==> config.mk <==
export PLATFORM = sky130hd
export DESIGN_NAME = sysctl
export DESIGN_NICKNAME = d
export VERILOG_FILES = /design/src/rtl/sysctl_pkg.sv /design/src/rtl/sysctl_key_debounce.sv /design/src/rtl/sysctl.sv
export SDC_FILE = /design/constraint.sdc
export NUM_CORES = 1
export LEC_CHECK = 0
export ABC_CLOCK_PERIOD_IN_PS = 5100
export CORE_MARGIN = 4
export CORE_UTILIZATION = 65
export DETAILED_ROUTE_END_ITERATION = 7
export GPL_ROUTABILITY_DRIVEN = 0
export PLACE_DENSITY_LB_ADDON = 0.12
export REMOVE_ABC_BUFFERS = 1
export SLEW_MARGIN = 20
export SYNTH_ARGS = -nofsm -noshare
export SYNTH_HDL_FRONTEND = slang
export SYNTH_SLANG_ARGS = --single-unit
==> constraint.sdc <==
create_clock -name clk_in -period 5.1 [get_ports clk_in]
set_input_delay 1.02 -clock clk_in [delete_from_list [all_inputs] [get_ports clk_in]]
set_output_delay 1.02 -clock clk_in [all_outputs]
set_load 0.05 [all_outputs]
==> src/rtl/sysctl_pkg.sv <==
// Shared constants, types and helpers for the p601zero system controller.
package sysctl_pkg;

    localparam int unsigned KEY_NMI = 2;

    localparam int unsigned DEF_OSC_CLOCK         = 12000000;
    localparam int unsigned DEF_CPU_CLOCK         = 3000000;
    localparam int unsigned DEF_LED_REFRESH_CLOCK = 50;

    typedef enum logic [1:0] {
        ANODE_D0 = 2'b01,
        ANODE_D1 = 2'b10
    } anode_e;

    function automatic int unsigned clog2_safe(input int unsigned n);
        return (n < 2) ? 1 : $clog2(n);
    endfunction

    function automatic int unsigned half_div(input int unsigned osc, input int unsigned cpu);
        return osc / cpu / 2;
    endfunction

    function automatic int unsigned led_div(input int unsigned osc, input int unsigned refresh);
        return osc / refresh / 2;
    endfunction

    localparam int unsigned HALF = half_div(DEF_OSC_CLOCK, DEF_CPU_CLOCK);
    localparam int unsigned LDIV = led_div(DEF_OSC_CLOCK, DEF_LED_REFRESH_CLOCK);

endpackage

==> src/rtl/sysctl_key_debounce.sv <==
// One push key: 2-FF synchronizer followed by a stability counter.
module key_debounce
    import sysctl_pkg::*;
#(
    parameter int unsigned TICKS = 120000
) (
    input  logic clk_in,
    input  logic b_reset,
    input  logic raw,
    output logic db
);

    localparam int unsigned      CNT_W    = clog2_safe(TICKS);
    localparam logic [CNT_W-1:0] CNT_LAST = CNT_W'(TICKS - 1);

    logic             r_sync1;
    logic             r_sync2;
    logic             r_db;
    logic [CNT_W-1:0] r_stable_cnt;

    always_ff @(posedge clk_in or negedge b_reset) begin
        if (!b_reset) begin
            r_sync1      <= 1'b1;
            r_sync2      <= 1'b1;
            r_db         <= 1'b1;
            r_stable_cnt <= '0;
        end else begin
            r_sync1 <= raw;
            r_sync2 <= r_sync1;
            if (r_sync2 == r_db) begin
                r_stable_cnt <= '0;
            end else if (r_stable_cnt == CNT_LAST) begin
                r_db         <= r_sync2;
                r_stable_cnt <= '0;
            end else begin
                r_stable_cnt <= r_stable_cnt + CNT_W'(1);
            end
        end
    end

    assign db = r_db;

endmodule

==> src/rtl/sysctl.sv <==
// p601zero clock divider, reset sequencer, key conditioning, NMI and LED anode strobe.
module sysctl
    import sysctl_pkg::*;
#(
    parameter int unsigned OSC_CLOCK         = 12000000,
    parameter int unsigned CPU_CLOCK         = 3000000,
    parameter int unsigned LED_REFRESH_CLOCK = 50,
    parameter int unsigned RESET_CYCLES      = 4,
    parameter int unsigned DEBOUNCE_TICKS    = 120000
) (
    input  logic       clk_in,
    input  logic       b_reset,
    input  logic [2:0] keys_raw,
    input  logic       soft_reset_req,
    output logic       sys_clk,
    output logic       sys_clk_rise,
    output logic       sys_res,
    output logic [2:0] keys_db,
    output logic       nmi,
    output logic [1:0] led_anode
);

    localparam int unsigned      P_HALF   = half_div(OSC_CLOCK, CPU_CLOCK);
    localparam int unsigned      P_LDIV   = led_div(OSC_CLOCK, LED_REFRESH_CLOCK);
    localparam int unsigned      DIV_W    = clog2_safe(P_HALF);
    localparam int unsigned      LED_W    = clog2_safe(P_LDIV);
    localparam int unsigned      RES_W    = clog2_safe(RESET_CYCLES + 1);
    localparam logic [DIV_W-1:0] DIV_LAST = DIV_W'(P_HALF - 1);
    localparam logic [LED_W-1:0] LED_LAST = LED_W'(P_LDIV - 1);
    localparam logic [RES_W-1:0] RES_LOAD = RES_W'(RESET_CYCLES);

    logic [DIV_W-1:0] r_div_cnt;
    logic             r_sys_clk;
    logic             w_sys_clk_rise;
    logic [RES_W-1:0] r_res_cnt;
    logic             r_sys_res;
    logic [2:0]       w_keys_db;
    logic             r_nmi;
    logic [LED_W-1:0] r_led_cnt;
    anode_e           r_led_anode;

    assign w_sys_clk_rise = (r_div_cnt == DIV_LAST) && !r_sys_clk;

    always_ff @(posedge clk_in or negedge b_reset) begin
        if (!b_reset) begin
            r_div_cnt <= '0;
            r_sys_clk <= 1'b0;
        end else if (r_div_cnt == DIV_LAST) begin
            r_div_cnt <= '0;
            r_sys_clk <= !r_sys_clk;
        end else begin
            r_div_cnt <= r_div_cnt + DIV_W'(1);
        end
    end

    // sys_res follows the count of the previous cycle, so it drops one clk_in after res_cnt hits 0.
    always_ff @(posedge clk_in or negedge b_reset) begin
        if (!b_reset) begin
            r_res_cnt <= RES_LOAD;
            r_sys_res <= 1'b1;
        end else begin
            r_sys_res <= (r_res_cnt != '0);
            if (w_sys_clk_rise) begin
                if (soft_reset_req) begin
                    r_res_cnt <= RES_LOAD;
                end else if (r_res_cnt != '0) begin
                    r_res_cnt <= r_res_cnt - RES_W'(1);
                end
            end
        end
    end

    for (genvar gi = 0; gi < 3; gi++) begin : g_key
        key_debounce #(
            .TICKS(DEBOUNCE_TICKS)
        ) u_key (
            .clk_in (clk_in),
            .b_reset(b_reset),
            .raw    (keys_raw[gi]),
            .db     (w_keys_db[gi])
        );
    end

    always_ff @(posedge clk_in or negedge b_reset) begin
        if (!b_reset) begin
            r_nmi <= 1'b0;
        end else begin
            r_nmi <= !w_keys_db[KEY_NMI] && !r_sys_res;
        end
    end

    always_ff @(posedge clk_in or negedge b_reset) begin
        if (!b_reset) begin
            r_led_cnt   <= '0;
            r_led_anode <= ANODE_D0;
        end else if (r_sys_res) begin
            r_led_cnt   <= '0;
            r_led_anode <= ANODE_D0;
        end else if (r_led_cnt == LED_LAST) begin
            r_led_cnt   <= '0;
            r_led_anode <= (r_led_anode == ANODE_D0) ? ANODE_D1 : ANODE_D0;
        end else begin
            r_led_cnt <= r_led_cnt + LED_W'(1);
        end
    end

    assign sys_clk      = r_sys_clk;
    assign sys_clk_rise = w_sys_clk_rise;
    assign sys_res      = r_sys_res;
    assign keys_db      = w_keys_db;
    assign nmi          = r_nmi;
    assign led_anode    = r_led_anode;

endmodule
## Yosys cells after proc, flatten, opt, wreduce, memory -nomap -nowiden

Cells that the tools add are included.

- Flip-flop bits (word level): 86
- Latch bits: 0
- Memory bits (writable): 0
- Memory bits (read-only): 0
- Input bits: 6
- Output and inout bits: 9
- Memories kept: 0

- Add/sub/neg operators: 6
- Multiply operators: 0
- Div/mod/pow operators: 0
- $lt $le $gt $ge: 0
- Eq/ne operators: 8
- Shift operators: 0
- Mux-type cells: 14
- Bitwise logic cells: 3
- Reduce and logical (&&, ||, !) cells: 12

Operators by type and width:

| kind | number |
|---|---|
| $mux 17 | 8 |
| $add 17x1->17 const B | 4 |
| $eq 17x17->1 const B | 4 |
| $reduce_and 2->1 | 4 |
| $mux 2 | 3 |
| $mux 3 | 2 |
| $reduce_bool 2->1 | 2 |
| $eq 1x1->1 | 3 |
| $logic_not 1->1 | 3 |
| $not 1->1 | 3 |
| $reduce_bool 3->1 | 1 |
| $sub 3x1->3 const B | 1 |
| $eq 2x1->1 const B | 1 |
| $logic_and 1x1->1 | 2 |
| $add 1x1->1 const B | 1 |
| $mux 1 | 1 |

## Longest topological paths before layout

Gate-level depths: netlist of run 1.

- Depth in word-level cells: 4
- Depth in mapped cells: 7
- Gate-level depth less buffers: 6

## Cells and area by module

From an unflattened synthesis of run 1, not the netlist that was laid out.

- Cell total of the unflattened synthesis: 397
- Area total of the unflattened synthesis: 4181.5 um2

By module, submodules not included:

| module | times used | cells each | area an instance (um2) |
|---|---|---|---|
| key_debounce | 3 | 92 | 974.7 |
| sysctl | 1 | 121 | 1257.5 |

## Worst setup path after synthesis of run 1

OpenSTA, ideal clock, no wires.

- Kind: register -> output
- From: register r_sys_clk, in the netlist sys_clk
- To: output port sys_clk_rise
- Data arrival time: 1.456 ns
- Data required time: 4.080 ns
- Slack: 2.624 ns
- Cell stages (with the launch flop): 2
- Buffers on the path: 0
- Cell sequence: dfrtp_1 -> nor2b_1

- Word-level cells in the longest chain between the ends: 2

Ends and longest elaborated chain:

| item | RTL line | source |
|---|---|---|
| start: declaration | sysctl.sv:33 | `logic r_sys_clk;` |
| start signal: assignment | sysctl.sv:50 | `r_sys_clk <= !r_sys_clk;` |
| $logic_not 1->1 | sysctl.sv:42 | `assign w_sys_clk_rise = (r_div_cnt == DIV_LAST) && !r_sys_clk;` |
| $logic_and 1x1->1 | sysctl.sv:42 |  |
| end: declaration | sysctl.sv:16 | `output logic sys_clk_rise,` |

No other way between the ends.

## Worst setup path after layout of run 1

- From: register r_div_cnt
- To: output port sys_clk_rise

- Word-level cells in the longest chain between the ends: 1

Ends and longest elaborated chain:

| item | RTL line | source |
|---|---|---|
| start: declaration | sysctl.sv:32 | `logic [DIV_W-1:0] r_div_cnt;` |
| start signal: assignment | sysctl.sv:52 | `r_div_cnt <= r_div_cnt + DIV_W'(1);` |
| $logic_and 1x1->1 | sysctl.sv:42 |  |

No other way between the ends.

==> key figures, run 1 <==
Status
  – Outcome: complete, no violations

Die
  – Placement Rows: 28
  – Die width: 87.55 um
  – Initial Util: between 60% and 70%
  – Die H: ~88 um
  – # IOs: 15
  – Core Area: 6026 um2
  – Die ar.: between 7000 and 8000 um2

Cells and area
  – Share of post-route cells with drive strength above 1: a little over a tenth
  – Util after Layout: 74.00%
  – Ant. Diodes: 0
  – Final nets: 425
  – Fill cell count: approximately 460
  – Area Growth Syn to Fin: 8.427%

Clock network
  – Clock latency on the worst-skew pair: around 0.36 ns
  – Clock Sinks: 86
  – Post_cts resized: 0
  – Worst-path clk slew: 0.08 ns
  – Postcts setup bufs: 0
  – Root Driver: clkbuf_8
  – CTS Buffer Depth: 2
  – H-tree depth: 3
  – TritonCTS Buffers: 9
  – CTS tree: built
  – Hold Buf Count CTS: 0

Critical path
  – Worst Path Required: approximately 4 ns
  – Crit path DAT: roughly 1.9 ns
  – Crit path max fanout: 5
  – Critical path type: reg2out
  – CP endpoint kind: primary output
  – CP startpoint kind: flip-flop

Routing
  – Routed len/inst: between 10 and 15 um
  – Final WL: about 7.3 mm
  – Drt pass-1 iters: 4
  – 1st-iter DRT viols: between 80 and 90
  – DRC: 0
  – Via/cell ratio: roughly 5.8
  – DR top layer: met4
  – Post-route ant nets: 0
  – WL met2: between 3 and 4 mm
  – Length of routed met3 wiring: 237 um
  – M1 wire length: about 3.4 mm
  – Vias: about 2,800

Synthesis
  – Post-Syn Area: 4113 um2
  – Top FF cell, synth: dfrtp_1
  – Sequential fraction of the synthesis area: between 50% and 60%
  – Syn. warnings: 0
  – Syn avg cell area: 10.31 um2
  – Gate Count Post-Synth: roughly 400
  – Number of synthesized flops with an enable pin: 0
  – Distinct cells, synth: between 40 and 50
  – #FFs+latches synth: between 80 and 90
  – Async SR Flop Fraction: 100.0%

STA
  – Clock Skew: 0.01951 ns
  – Period Utilization, post-route: a little under three fifths
  – F_max: 342.0 MHz
  – Fin. max-slew vios: 0
  – Slew HR: 50.31%
  – Setup TNS: 0 ns
  – Final setup vio count: 0
  – Crit path time final: 2.924 ns
  – Final hold vios: 0
  – Unrepaired setup endpoints after global routing: false
  – Worst-margin pin slew: 0.7385 ns

Placement
  – Final HPWL DP: 4.940 mm
  – IO Port Bufs: 14

Power and ir drop
  – Lkg Pwr: between 1.5 and 2 nW
  – Worst VDD drop: about 0.00023 V
  – Total power: 1.319 mW
  – Cell area power density: 295.7 nW/um2

Global routing
  – GRT Util Overall: 21.73%
  – Vias in the first global route: around 2,900
  – GRT overflow: 0
  – First-pass GRT wire length: 13.16 mm
  – Pin count of the biggest net entering global routing: 87
  – Initial antenna violation count: 0

Flow run
  – Max-Cap Viols: 0

Min path
  – HP Class: reg2reg
stage by stage:
stage | cells | hold WS [ns] | setup WS [ns] | instance area [um2]
6_report | 493 | 0.3561 | 2.176 | 4459
3_5_place_dp | 477 | 0.3485 | 2.556 | 4275
3_3_place_gp | 477 | 0.3455 | 2.595 | 4275
5_1_grt | 493 | 0.3627 | 2.088 | 4459
2_1_floorplan | 388 | 0.3452 | 2.624 | 4044
4_1_cts | 493 | 0.3576 | 2.155 | 4448
flip-flops by register name, summed over array words and instances, names as in the netlist:
register / cells
g_key.u_key.db: 3
g_key.u_key.r_stable_cnt: 51
g_key.u_key.r_sync1: 3
g_key.u_key.r_sync2: 3
led_anode: 2
nmi: 1
r_div_cnt: 1
r_led_cnt: 17
r_res_cnt: 3
sys_clk: 1
sys_res: 1
critical path: stages (launching register included):
cell,delay [ns]
dfrtp_1,0.38
nor2b_1,0.31
clkdlybuf4s50_1,0.87
layout make-up:
class	count	area (um2)	area share, %
sequential	86	2167	48.60
multi-input combinational	286	1824	40.91
timing repair buffer	14	141.4	3.171
clock buffer	9	123.9	2.778
tap	75	93.84	2.104
inverter	16	60.06	1.347
clock inverter	7	48.80	1.094
power by group:
part | switching [mW] | internal [mW] | total [mW]
clock | 0.248 | 0.179 | 0.426
sequential | 0.0297 | 0.720 | 0.749
combinational | 0.0980 | 0.0450 | 0.143
cells in the mapped netlist, types with 3 or more instances:
master	number	area, um2
buf_4	4	30.03
nand3_1	19	95.09
inv_1	16	60.06
dfrtp_1	74	1852
nor4bb_1	4	40.04
dfstp_2	12	315.3
ha_1	6	75.07
buf_2	4	20.02
nor2_1	77	289.0
nand2_1	19	71.32
a21oi_1	3	15.01
or3_1	3	18.77
xor2_1	23	201.4
o21ai_0	4	20.02
nor4_1	13	81.33
mux2_2	3	33.78
nand4_1	24	150.1
and4_1	6	52.55
xnor2_1	38	332.8
nor3_1	14	70.07
final timing paths:
check                                        from                         endpoint  slack, ns  depth (start not counted)
setup / recovery                        r_div_cnt                     sys_clk_rise       2.18                          2
hold / removal             g_key[2].u_key.r_sync1           g_key[2].u_key.r_sync2       0.36                          0
setup reg to reg                     r_led_cnt[0]                     r_led_cnt[6]       2.91                          5
hold reg to reg            g_key[2].u_key.r_sync1           g_key[2].u_key.r_sync2       0.36                          0
max in group asynchronous                 b_reset                          sys_clk       3.88                          1
min in group asynchronous                 b_reset  g_key[0].u_key.r_stable_cnt[13]       0.70                          1
cells by family (layout without fill, tap and decap cells):
group	count (synthesis)	count (layout)	share of synthesized area, %
DFF	86	86	52.69
buffers and inverters	27	46	3.134
muxes	5	5	1.308
and+or+nand+nor	199	199	25.46
AOI/OAI and AO/OA	15	15	2.586
xor gates and xnor gates	61	61	12.99
adders and majority gates	6	6	1.825
per-layer routing:
| metal | vias up | track usage, % |
|---|---|---|
| met5 | - | 0 |
| met4 | 0 | 8.647 |
| met3 | 13 | 3.575 |
| met2 | 49 | 34.79 |
| met1 | 1383 | 29.84 |
| li1 | 1401 | - |
layout by cell type (no fill, tap or decap), drive strengths merged, types with 6 or more instances in the layout:
master,synthesis,layout
nor2,77,77
xnor2,38,38
inv,16,18
nor4,14,14
and4,6,6
nor3,14,14
nand2,19,19
o21ai,6,6
clkdlybuf4s50,0,13
dfstp,12,12
xor2,23,23
nand4,25,25
ha,6,6
nand3,21,21
clkbuf,2,9
dfrtp,74,74
Power figures use the tool's default switching activity.
==> run 2, diff against run 1 <==
--- a/config.mk
+++ b/config.mk
@@ -5,9 +5,9 @@
 export SDC_FILE = /design/constraint.sdc
 export NUM_CORES = 1
 export LEC_CHECK = 0
-export ABC_CLOCK_PERIOD_IN_PS = 5100
+export ABC_CLOCK_PERIOD_IN_PS = 2850
 export CORE_MARGIN = 4
-export CORE_UTILIZATION = 65
+export CORE_UTILIZATION = 61
 export DETAILED_ROUTE_END_ITERATION = 7
 export GPL_ROUTABILITY_DRIVEN = 0
 export PLACE_DENSITY_LB_ADDON = 0.12
==> constraint.sdc (replaced) <==
create_clock -name clk_in -period 2.85 [get_ports clk_in]
set_input_delay 0.57 -clock clk_in [delete_from_list [all_inputs] [get_ports clk_in]]
set_output_delay 0.57 -clock clk_in [all_outputs]
set_load 0.05 [all_outputs]
==> key figures, run 2 (same netlist as run 1, synthesis figures left out) <==
Power and ir drop
  – Total power: approximately 2.4 mW
  – Worst VDD drop: between 0.0004 and 0.0005 V
  – Lkg Pwr: about 1.8 nW
  – Cell area power density: between 500 and 600 nW/um2

STA
  – Worst-margin pin slew: roughly 0.71 ns
  – Final setup vio count: 0
  – Clock Skew: 0.009562 ns
  – Final hold vios: 0
  – Unrepaired setup endpoints after global routing: false
  – Period Utilization, post-route: a little under nine tenths
  – F_max: just over 400 MHz
  – Setup TNS: 0 ns
  – Crit path time final: around 2.5 ns
  – Fin. max-slew vios: 0
  – Slew HR: 52.98%

Routing
  – Routed len/inst: about 14 um
  – 1st-iter DRT viols: 91
  – Post-route ant nets: 0
  – Final WL: 6.973 mm
  – Vias: 2,784
  – DRC: 0
  – Via/cell ratio: roughly 5.6
  – Drt pass-1 iters: 4

Status
  – Outcome: complete, no violations

Cells and area
  – Share of post-route cells with drive strength above 1: ~10%
  – Max reg flops: 51
  – Most common cell after layout, fill and taps aside: nor2_1
  – Post-route design area: about 4500 um2
  – Largest register by flop count: g_key.u_key.r_stable_cnt
  – Final nets: between 400 and 500
  – Ant. Diodes: 0
  – Util after Layout: ~70%
  – Commonest cells after routing, fill and taps aside: nor2_1, dfrtp_1, xnor2_1
  – Area Growth Syn to Fin: 9.492%
  – Biggest regs: g_key.u_key.r_stable_cnt (51), r_led_cnt (17)

Critical path
  – Critical path type: reg2out
  – Cell type of the slowest stage on the worst timing path: clkdlybuf4s50_1
  – Worst Path Required: approximately 2.3 ns
  – Critical Path Max Stage Delay: just under 0.9 ns
  – Crit path DAT: between 1.5 and 2 ns
  – Worst path buffer plus inverter count: 1
  – CP startpoint kind: flip-flop
  – CP Cell Sequence: nor2b_1, clkdlybuf4s50_1
  – Worst path top cell family by delay: buffers and inverters
  – Crit path max fanout: 5
  – CP endpoint kind: primary output

Clock network
  – Clock Sinks: 86
  – Post_cts resized: 0
  – CTS Buffer Depth: 2
  – H-tree depth: 3
  – Postcts setup bufs: 0
  – Root Driver: clkbuf_8
  – Clock latency on the worst-skew pair: roughly 0.34 ns
  – Hold Buf Count CTS: 0
  – TritonCTS Buffers: 9
  – Worst-path clk slew: about 0.080 ns
  – CTS tree: built

Global routing
  – Initial antenna violation count: 0
  – Met1 Usage GRT: a little over a quarter
  – Met2 usage: 29.18%
  – GRT met3 Usage: under 10%
  – GRT overflow: 0
  – Pin count of the biggest net entering global routing: 52
  – First-pass GRT wire length: ~13 mm
  – GRT Max-Usage Layer: met2
  – Vias in the first global route: 2,737
  – GRT Util Overall: a little under a fifth

Die
  – Placement Rows: 29
  – Core Area: approximately 6500 um2
  – Die H: 90.11 um
  – # IOs: 15
  – Initial Util: a little under two thirds
  – Die width: 90.11 um
  – Die ar.: between 8000 and 9000 um2

Placement
  – DP Area: 4313 um2
  – IO Port Bufs: 14
  – Final HPWL DP: around 4.8 mm

Flow run
  – Max-Cap Viols: 0

Min path
  – HP Class: in2async
[run 2: changes by cell type in the layout (fill, tap and decap cells not counted)]
| cell | delta |
|---|---|
| buf_12 | +1 |
| buf_4 | +3 |
| buf_6 | -1 |
| bufinv_16 | +1 |
| clkbuf_1 | +2 |
| clkbuf_8 | +1 |
| clkinv_2 | -3 |
| clkinv_4 | -1 |
| clkinvlp_4 | +1 |
| inv_6 | -2 |
| o21ai_1 | +2 |
| o21ai_2 | -2 |
[run 2: stage by stage]
stage	hold WS [ns]	cells	setup WS, ns
2_1_floorplan	0.2744	388	0.8217
3_3_place_gp	0.3459	482	0.7880
3_5_place_dp	0.3468	482	0.7293
4_1_cts	0.1679	497	0.3609
5_1_grt	0.1815	497	0.2818
6_report	0.1695	497	0.3969
[run 2: layout make-up]
type / count / area [um2]
Tap cell: 77 / 96.34
Sequential cell: 86 / 2167
Fill cell: 490 / 1956
Inverter: 16 / 60.06
Multi-Input combinational cell: 286 / 1817
Clock inverter: 3 / 45.04
Clock buffer: 12 / 145.1
Timing Repair Buffer: 17 / 172.7
[run 2: report_power, final]
part / switching [mW] / internal [mW]
Clock: 0.410 / 0.425
Sequential: 0.0528 / 1.29
Combinational: 0.173 / 0.0843
[run 2: final timing paths]
kind                       slack [ns]  depth (start not counted)                         endpoint                   start
setup reg to reg                 0.72                          5                    r_led_cnt[10]            r_led_cnt[0]
max in group asynchronous        2.01                          2                g_key[1].u_key.db                 b_reset
min in group clk_in              0.36                          0           g_key[2].u_key.r_sync2  g_key[2].u_key.r_sync1
hold reg to reg                  0.36                          0           g_key[2].u_key.r_sync2  g_key[2].u_key.r_sync1
hold / removal                   0.17                          1  g_key[0].u_key.r_stable_cnt[14]                 b_reset
setup / recovery                 0.40                          2                     sys_clk_rise                 sys_clk
[run 2: worst register-to-register path, cell delays in order, from the launching register on]
cell and delay, ns:
dfrtp_1 0.42, ha_1 0.24, nand4_1 0.32, nor4_4 0.42, or2_1 0.49, nor2_1 0.12
[run 2: layer usage]
layer | up-vias | routed length (um)
met5 | - | 0
met2 | 31 | 3291
li1 | 1407 | -
met4 | 0 | 86
met1 | 1339 | 3401
met3 | 7 | 193
==> run 3, diff against run 2 <==
==> constraint.sdc (replaced) <==
create_clock -name clk_in -period 2.85 [get_ports clk_in]
set_input_delay 0.57 -clock clk_in [delete_from_list [all_inputs] [get_ports clk_in]]
set_output_delay 0.57 -clock clk_in [all_outputs]
set_load 0.005 [all_outputs]
==> key figures, run 3 (same netlist as run 1, synthesis figures left out) <==
Cells and area
  – Most common cell after layout, fill and taps aside: nor2_1
  – Biggest regs: g_key.u_key.r_stable_cnt (51), r_led_cnt (17)
  – Area Growth Syn to Fin: 10.31%
  – Post-route design area: ~4500 um2
  – Ant. Diodes: 0
  – Largest register by flop count: g_key.u_key.r_stable_cnt
  – Share of post-route cells with drive strength above 1: between 10% and 20%
  – Max reg flops: 51
  – Commonest cells after routing, fill and taps aside: nor2_1, dfrtp_1, xnor2_1
  – Final nets: approximately 430
  – Fill cell count: 500

Critical path
  – Critical path type: reg2out
  – Worst path top cell family by delay: buffers and inverters
  – Cell type of the slowest stage on the worst timing path: clkdlybuf4s50_1
  – Worst path buffer plus inverter count: 1
  – Worst-case reg-to-reg path depth: 5
  – Crit path DAT: between 1.5 and 2 ns
  – Worst Path Required: approximately 2.3 ns
  – Critical path depth: 2
  – CP Cell Sequence: nor2b_1, clkdlybuf4s50_1
  – Crit path max fanout: 5
  – CP endpoint kind: primary output
  – Critical Path Max Stage Delay: 0.57 ns
  – CP startpoint kind: flip-flop
  – R2R setup slack: around 0.73 ns

Flow run
  – Max-Cap Viols: 0

Clock network
  – CTS tree: built
  – H-tree depth: 3
  – TritonCTS Buffers: 9
  – Clock latency on the worst-skew pair: 0.35 ns
  – Worst-path clk slew: 0.09 ns
  – CTS Buffer Depth: 2
  – Hold Buf Count CTS: 0
  – Root Driver: clkbuf_8
  – Postcts setup bufs: 0
  – Post_cts resized: 0
  – Clock Sinks: 86

STA
  – Final hold vios: 0
  – Final setup vio count: 0
  – Unrepaired setup endpoints after global routing: false
  – Setup TNS: 0 ns
  – Clock Skew: 0.009954 ns
  – Worst-margin pin slew: 0.6823 ns
  – Period Utilization, post-route: between 70% and 80%
  – Crit path time final: 2.170 ns
  – Slew HR: between 50 and 60%
  – F_max: about 460 MHz
  – Fin. max-slew vios: 0

Die
  – Initial Util: approximately 64%
  – Die width: about 90 um
  – Die H: 90.11 um
  – Core Area: between 6000 and 7000 um2
  – Placement Rows: 29
  – Die ar.: a little over 8000 um2
  – # IOs: 15

Power and ir drop
  – Register share of total power: a little over half
  – Power Internal: 1.891 mW
  – Combinational cell fraction of total power: under 10%
  – Worst VDD drop: approximately 0.00037 V
  – P_sw: 618.8 uW
  – Lkg Pwr: around 1.8 nW
  – Cell area power density: about 550 nW/um2
  – Sw Share: around a quarter
  – Clock share of power: between 30% and 40%

Placement
  – Final HPWL DP: 4.796 mm
  – IO Port Bufs: 14
  – DP Area: 4313 um2

Global routing
  – Initial antenna violation count: 0
  – GRT Util Overall: 19.46%
  – First-pass GRT wire length: between 10 and 15 mm
  – GRT overflow: 0
  – Pin count of the biggest net entering global routing: 52
  – Vias in the first global route: 2,815

Status
  – Outcome: complete, no violations

Routing
  – Vias: around 2,800
  – Final WL: 7.170 mm
  – Routed len/inst: around 14 um
  – Post-route ant nets: 0
  – Drt pass-1 iters: 4
  – DRC: 0
  – Via/cell ratio: about 5.7
  – 1st-iter DRT viols: 83

Min path
  – HP Class: in2async
[run 3: changes by cell type in the layout (fill, tap and decap cells not counted)]
cell	before	now
clkbuf_1	2	1
clkinvlp_4	2	3
bufinv_16	1	2
[run 3: routing by layer]
metal,track usage [%],wire [um]
met1,27.20,3462
met2,29.87,3357
met3,3.840,273
met4,8.036,76
met5,0,0
[run 3: worst paths after layout]
path,endpoint,start
min reg2reg,g_key[1].u_key.r_sync2,g_key[1].u_key.r_sync1
max in group asynchronous,g_key[2].u_key.db,b_reset
min,g_key[0].u_key.r_stable_cnt[5],b_reset
max reg2reg,r_led_cnt[10],r_led_cnt[0]
min in group clk_in,g_key[1].u_key.r_sync2,g_key[1].u_key.r_sync1
max,sys_clk_rise,r_div_cnt
[run 3: cell type report]
type | count | area [um2] | share of cell area [%]
timing repair buffer | 17 | 172.7 | 3.806
tap | 77 | 96.34 | 2.124
sequential | 86 | 2167 | 47.77
multi-input combinational | 286 | 1817 | 40.04
clock buffer | 11 | 141.4 | 3.116
inverter | 16 | 60.06 | 1.324
clock inverter | 5 | 82.58 | 1.820
[run 3: power groups by stage]
stage	logic [mW]	registers (mW)	clock network, mW
after detailed placement	0.217	1.36	0
final	0.216	1.34	0.950
after floorplan	0.123	1.35	0
after CTS	0.222	1.34	0.968
after global placement	0.208	1.36	0
after global routing	0.249	1.35	1.03
[run 3: metrics by stage]
| step | hold slack (ns) | power, mW | std cells | worst slack, ns | utilization, % |
|---|---|---|---|---|---|
| global placement | 0.3465 | 1.569 | 482 | 0.8198 | 66.78 |
| finish | 0.1570 | 2.510 | 498 | 0.6802 | 70.24 |
| floorplan | 0.2744 | 1.474 | 388 | 1.033 | - |
| detailed placement | 0.3468 | 1.582 | 482 | 0.7371 | 66.78 |
| CTS | 0.1634 | 2.533 | 498 | 0.6604 | 70.24 |
| global route | 0.1859 | 2.633 | 498 | 0.5575 | 70.24 |
